### src/rtl/ifq_pkg.sv
// Shared types and constants for the instruction-fetch queue.
package ifq_pkg;

    localparam int XLEN = 32;
    localparam logic [XLEN-1:0] NOP_INSTR        = 32'h0000_0013;
    localparam logic [XLEN-1:0] DEFAULT_RESET_PC = 32'h0000_0000;

    typedef struct packed {
        logic [XLEN-1:0] pc;
        logic [XLEN-1:0] instr;
    } ifq_entry_t;

    function automatic logic [XLEN-1:0] next_word(input logic [XLEN-1:0] addr);
        return addr + 32'd4;
    endfunction

endpackage

### src/rtl/ifq_fifo.sv
// Synchronous FIFO of fetched {pc, instr} entries with single-cycle flush.
module ifq_fifo
    import ifq_pkg::*;
#(
    parameter int DEPTH = 4,
    parameter int CW    = $clog2(DEPTH) + 1
) (
    input  logic          clk,
    input  logic          reset,
    input  logic          flush,
    input  logic          push,
    input  ifq_entry_t    push_entry,
    input  logic          pop,
    output logic [CW-1:0] count,
    output ifq_entry_t    head,
    output logic          head_valid
);

    localparam int PW = (DEPTH > 1) ? $clog2(DEPTH) : 1;

    ifq_entry_t    mem_q [DEPTH];
    logic [PW-1:0] wr_ptr_q, wr_ptr_d;
    logic [PW-1:0] rd_ptr_q, rd_ptr_d;
    logic [CW-1:0] count_q, count_d;

    always_comb begin
        wr_ptr_d = wr_ptr_q;
        rd_ptr_d = rd_ptr_q;
        count_d  = count_q;
        if (flush) begin
            wr_ptr_d = '0;
            rd_ptr_d = '0;
            count_d  = '0;
        end else begin
            if (push) wr_ptr_d = wr_ptr_q + PW'(1);
            if (pop)  rd_ptr_d = rd_ptr_q + PW'(1);
            case ({push, pop})
                2'b10:   count_d = count_q + CW'(1);
                2'b01:   count_d = count_q - CW'(1);
                default: count_d = count_q;
            endcase
        end
    end

    always_ff @(posedge clk) begin
        if (reset) begin
            wr_ptr_q <= '0;
            rd_ptr_q <= '0;
            count_q  <= '0;
        end else begin
            wr_ptr_q <= wr_ptr_d;
            rd_ptr_q <= rd_ptr_d;
            count_q  <= count_d;
        end
    end

    // Storage carries no reset; occupancy alone decides what is valid.
    always_ff @(posedge clk) begin
        if (push && !flush && !reset) mem_q[wr_ptr_q] <= push_entry;
    end

    assign count      = count_q;
    assign head       = mem_q[rd_ptr_q];
    assign head_valid = (count_q != '0);

endmodule

### src/rtl/ifetch_queue.sv
// Instruction prefetch queue between IF stage and an in-order memory port.
// Optional same-cycle response bypass enabled by defining IFQ_BYPASS_EN.
module ifetch_queue
    import ifq_pkg::*;
#(
    parameter int          DEPTH    = 4,
    parameter logic [31:0] RESET_PC = DEFAULT_RESET_PC
) (
    input  logic        clk,
    input  logic        reset,
    input  logic [31:0] pcF,
    input  logic        stallF,
    input  logic        redirect,
    input  logic [31:0] redirectpc,
    output logic [31:0] instrF,
    output logic        instrvalid,
    output logic        fetchstall,
    output logic        imemreq,
    output logic [31:0] imemaddr,
    input  logic        imemgnt,
    input  logic        imemrvalid,
    input  logic [31:0] imemrdata
);

    localparam int CW = $clog2(DEPTH) + 1;
    localparam logic [CW:0] LIMIT = (CW+1)'(DEPTH);

    logic [31:0]   fetchpc_q, fetchpc_d;
    logic [31:0]   resppc_q, resppc_d;
    logic [CW-1:0] outst_q, outst_d;
    logic [CW-1:0] drop_q, drop_d;

    logic [CW-1:0] count;
    ifq_entry_t    head;
    logic          head_valid;
    logic          head_match;
    logic          mismatch;
    logic          flush;
    logic          grant;
    logic          bypass_hit;
    logic          push;
    logic          pop;
    ifq_entry_t    push_entry;
    logic [CW:0]   inflight;

    ifq_fifo #(
        .DEPTH (DEPTH),
        .CW    (CW)
    ) u_fifo (
        .clk        (clk),
        .reset      (reset),
        .flush      (flush),
        .push       (push),
        .push_entry (push_entry),
        .pop        (pop),
        .count      (count),
        .head       (head),
        .head_valid (head_valid)
    );

    assign head_match = head_valid && (head.pc == pcF);
    assign mismatch   = head_valid && (head.pc != pcF) && !redirect;
    assign flush      = redirect || mismatch;
    assign inflight   = {1'b0, count} + {1'b0, outst_q};

    assign imemreq  = !reset && !flush && (inflight < LIMIT);
    assign imemaddr = {fetchpc_q[31:2], 2'b00};
    assign grant    = imemreq && imemgnt;

`ifdef IFQ_BYPASS_EN
    assign bypass_hit = !head_valid && imemrvalid && (drop_q == '0) && (resppc_q == pcF);
    assign instrvalid = head_match || bypass_hit;
    assign instrF     = head_match ? head.instr : (bypass_hit ? imemrdata : NOP_INSTR);
`else
    assign bypass_hit = 1'b0;
    assign instrvalid = head_match;
    assign instrF     = head_match ? head.instr : NOP_INSTR;
`endif

    assign fetchstall = !instrvalid;
    assign push_entry = '{pc: resppc_q, instr: imemrdata};

    always_comb begin
        fetchpc_d = fetchpc_q;
        resppc_d  = resppc_q;
        outst_d   = outst_q;
        drop_d    = drop_q;
        push      = 1'b0;
        pop       = 1'b0;
        if (flush) begin
            // Everything still in flight belongs to the abandoned path.
            fetchpc_d = redirect ? redirectpc : pcF;
            resppc_d  = redirect ? redirectpc : pcF;
            outst_d   = outst_q - CW'(imemrvalid);
            drop_d    = outst_q - CW'(imemrvalid);
        end else begin
            if (grant) fetchpc_d = next_word(fetchpc_q);
            if (imemrvalid) begin
                if (drop_q != '0) begin
                    drop_d = drop_q - CW'(1);
                end else begin
                    resppc_d = next_word(resppc_q);
                    push     = !(bypass_hit && !stallF);
                end
            end
            pop     = head_match && !stallF;
            outst_d = outst_q + CW'(grant) - CW'(imemrvalid);
        end
    end

    always_ff @(posedge clk) begin
        if (reset) begin
            fetchpc_q <= RESET_PC;
            resppc_q  <= RESET_PC;
            outst_q   <= '0;
            drop_q    <= '0;
        end else begin
            fetchpc_q <= fetchpc_d;
            resppc_q  <= resppc_d;
            outst_q   <= outst_d;
            drop_q    <= drop_d;
        end
    end

endmodule

### config.mk
export PLATFORM = sky130hd
export DESIGN_NAME = ifetch_queue
export DESIGN_NICKNAME = d
export VERILOG_FILES = /design/src/rtl/ifq_pkg.sv /design/src/rtl/ifq_fifo.sv /design/src/rtl/ifetch_queue.sv
export SDC_FILE = /design/constraint.sdc
export NUM_CORES = 1
export LEC_CHECK = 0
export CORE_ASPECT_RATIO = 1.2
export CORE_UTILIZATION = 35
export CTS_CLUSTER_DIAMETER = 150
export DETAILED_ROUTE_END_ITERATION = 12
export GPL_ROUTABILITY_DRIVEN = 0
export MAX_ROUTING_LAYER = met4
export PLACE_DENSITY_LB_ADDON = 0.05
export SLEW_MARGIN = 25
export SYNTH_ARGS = -nofsm -noshare
export SYNTH_HDL_FRONTEND = slang
export SYNTH_SLANG_ARGS = --single-unit
### constraint.sdc
create_clock -name clk -period 4.2 [get_ports clk]
set_input_delay 0.42 -clock clk [delete_from_list [all_inputs] [get_ports clk]]
set_output_delay 0.42 -clock clk [all_outputs]
set_load 0.05 [all_outputs]
==> impl_results.md <==
* Least-Margin Pin Slew at 0.897 ns
* Cells after Synth at 956
* Post-synthesis sequential area ratio at 64.2%
* Die Y at 224 µm
* Dpl ws at -0.166 ns
* Placed Area at 0.0172 mm²
* CP startpoint kind: register
* Seq cells post-synth at 333
* Drt wl/cell at 21.7 µm
* Clock Sinks at 333
* Drt first-iter violations at 444
* Vias in the first global route at 9232
* CTS tree: yes
* Remaining DRCs at 0
* Insertion delay to the later sink of the worst-skew pair at 0.53 ns
* Total global-route track usage at 18.8%
* Fin. Hold Viols at 0
* Inst Count DP at 1652
* Yosys cell types at 52
* Crit-path max FO at 12
* Final period util at 98.5%
* Worst path slowest cell: mux4_2
* I/O pin count at 169
* Worst Hold Class: in2reg
* Largest net degree at the start of global routing at 65
* Most frequent cells in the layout: 256 x edfxtp_1, 129 x clkdlybuf4s50_1, 75 x dfxtp_1
* DIE AREA at 0.0419 mm²
* Cell area after layout at 0.0186 mm²
* Sequential share of power at 50.0%
* Initial Util at 35.8%
* Internal power at 5.75 mW
* WHS Path Cells at 4
* Crit path buffers/inverters at 5
* Largest stage delay on the critical path at 0.51 ns
* Crit path required time at 4.62 ns
* Worst Skew at 0.0177 ns
* Static leakage at 6.19 nW
* Worst Path Arrival at 4.55 ns
* Clock Path Buffers at 3
* EDFF count, synth at 256
* WL final at 37.4 mm
* Via count at 8712
* Max-slew violations at 0
* Root Driver: clkbuf_16
* Area growth, synth to finish at 29.3%
* Diode count at 0
* Leading cell type in the layout, fill and taps excluded: edfxtp_1
* Status: finished, final reports clean
* Core outline area at 0.0401 mm²
* Part of the power in the clock network at 41.4%
* Final setup margin at 0.0639 ns
* IO buf count at 166
* Main synth FF type: edfxtp_1
* Power per cell area at 402 mW/mm²
* Most common cell on crit path: buf_4
* Fmax at 242 MHz
* Worst reg2reg path depth at 20
* Sw Ratio at 23.1%
* Die Wd at 187 µm
* Ys async rst share at 0%
* Number of synthesis warnings at 0
* CP Capture Type: register
* H-tree levels at 2
* Drt first pass iters at 4
* Post-DRT Antenna Nets at 0
* Total CTS buffers at 37
* Nets at 1285
* Share of post-route cells with drive strength above 1 at 20.3%
* Combinational share of power at 8.6%
* Synthesized area per cell at 15.0 µm²
* Crit path depth at 20
* Crit-path cells: buf_12, buf_16, buf_4, mux4_2, xnor2_1, nand4_1, nor4_4, buf_4, a21oi_4, nor3_4, nand2_1, ha_1, inv_1, ha_2, fa_2, xor2_2, nor2_1, and3_1, nor3_2, mux2_4
* Cell family with most CP delay: simple AND/OR/NAND/NOR gates
* Period minus WS final at 4.14 ns
* Final std cells w/o fill at 1725
* Max rail drop VDD at 0.313 mV
* Crit Path Category: reg2reg
* Hold buffer count at CTS at 0
* Antenna violations before repair at 0
* FP Rows at 80
* Grt ovf at 0
* Via density at 5.05
* Final setup viols at 0
* Worst relative slew slack at 39.7%
* RSZ-0062 raised after global routing: true
* Clk pin slew, worst setup/hold paths at 0.06 ns
* Sw power at 1.72 mW
* Post-Syn Area at 0.0144 mm²
* Final HPWL DP at 24.6 mm
* First-pass GRT wire length at 57.4 mm
* Number of max-cap violations at 0
worst reg2reg max path, cell delays in order, from the launching register on:
cell     delay (ns)
dfxtp_4        0.39
buf_12         0.12
buf_16         0.15
buf_4          0.12
mux4_2         0.51
xnor2_1        0.15
nand4_1        0.18
nor4_4         0.24
buf_4          0.18
a21oi_4        0.08
nor3_4         0.14
nand2_1        0.07
ha_1           0.27
inv_1          0.04
ha_2           0.16
fa_2           0.35
xor2_2         0.15
nor2_1         0.05
and3_1         0.19
nor3_2         0.18
mux2_4         0.31
registers in the layout, summed over array words and instances (netlist names), named ones only:
name,count
drop_q,3
fetchpc_q,30
outst_q,3
resppc_q,32
u_fifo.count,3
u_fifo.mem_q,256
u_fifo.rd_ptr_q,2
u_fifo.wr_ptr_q,2
synthesized netlist by cell type (all sizes together), types with 2 or more instances:
cell type / n / area, µm²
xnor2: 53 / 464
nor4: 6 / 67.6
nand4: 26 / 163
ha: 15 / 188
or3: 2 / 12.5
a31oi: 9 / 56.3
mux4: 64 / 1440
o22ai: 2 / 12.5
a2111oi: 2 / 17.5
a21oi: 15 / 78.8
clkbuf: 35 / 131
fa: 2 / 40.0
nand3: 39 / 200
dfxtp: 77 / 1540
o31ai: 3 / 22.5
o21ai: 3 / 15.0
edfxtp: 256 / 7690
nor2b: 31 / 194
mux2: 2 / 22.5
or2: 3 / 18.8
buf: 14 / 100
nor3: 14 / 70.1
mux2i: 7 / 70.1
xor2: 41 / 359
and3: 19 / 119
and4: 8 / 70.1
a211oi: 9 / 67.6
or4: 2 / 15.0
inv: 42 / 158
nor2: 44 / 168
a21boi: 43 / 323
nand2: 34 / 128
a221oi: 24 / 279
per-stage QoR:
step           hold WS (ns)  util, %  total power [mW]  TNS, ns
2_1_floorplan         0.453        -              4.12        0
3_3_place_gp          0.465     43.0              4.44   -0.127
3_5_place_dp          0.479     43.0              4.44   -0.166
4_1_cts               0.278     46.1              7.57  -0.0751
5_1_grt               0.320     46.3              7.76  -0.0869
6_report              0.310     46.3              7.47        0
kinds of logic after synthesis:
family	Yosys count	synth area share [%]
AO/OA/AOI/OAI	116	6.41
XOR/XNOR	94	5.73
adder cells (fa/ha/maj)	17	1.58
buffers and inverters	91	2.71
flip-flops	333	64.2
multiplexers	73	10.7
other	1	0.0261
AND/OR/NAND/NOR	231	8.68
per-layer routing:
metal	vias up	global-route usage, %	share of wire (%)	wire length (µm)
met5	-	-	0	0
met4	0	5.29	2.1	777
met3	50	3.65	4.7	1760
met2	221	32.0	51	18900
met1	4355	22.6	43	15900
li1	4086	-	-	-
timing repair:
item / CTS / global route
resized for setup: 11 / 10
endpoints found under the setup margin: 13 / 9
pin swaps: 4 / 7
endpoints found under the hold margin: 0 / 0
setup buffers: 6 / 1
cloned: 1 / 0
power groups by stage:
stage               clock network [mW]  registers [mW]  logic [mW]
CTS                               3.19            3.73       0.645
global route                      3.32            3.75       0.694
detailed placement                   0            3.80       0.637
floorplan                            0            3.84       0.280
global placement                     0            3.80       0.634
finish                            3.09            3.74       0.642
final cells by class:
| cell class | count | area [µm²] |
|---|---|---|
| Multi-Input combinational cell | 533 | 4880 |
| Timing Repair Buffer | 219 | 2500 |
| Sequential cell | 333 | 9230 |
| Clock buffer | 51 | 1020 |
| Fill cell | 3584 | 21600 |
| Inverter | 42 | 158 |
| Clock inverter | 14 | 115 |
| Tap cell | 533 | 667 |
worst paths after layout:
check	from	endpoint	slack [ns]
setup / recovery	register	outst_q[2]$_SDFF_PP0_	0.06
hold reg to reg	u_fifo.rd_ptr_q[1]$_SDFFE_PP0P_	register	0.49
setup reg to reg	register	outst_q[2]$_SDFF_PP0_	0.06
hold / removal	reset	fetchpc_q[27]$_SDFFE_PP0P_	0.31
Note: power is estimated with default switching activity, not from simulation.
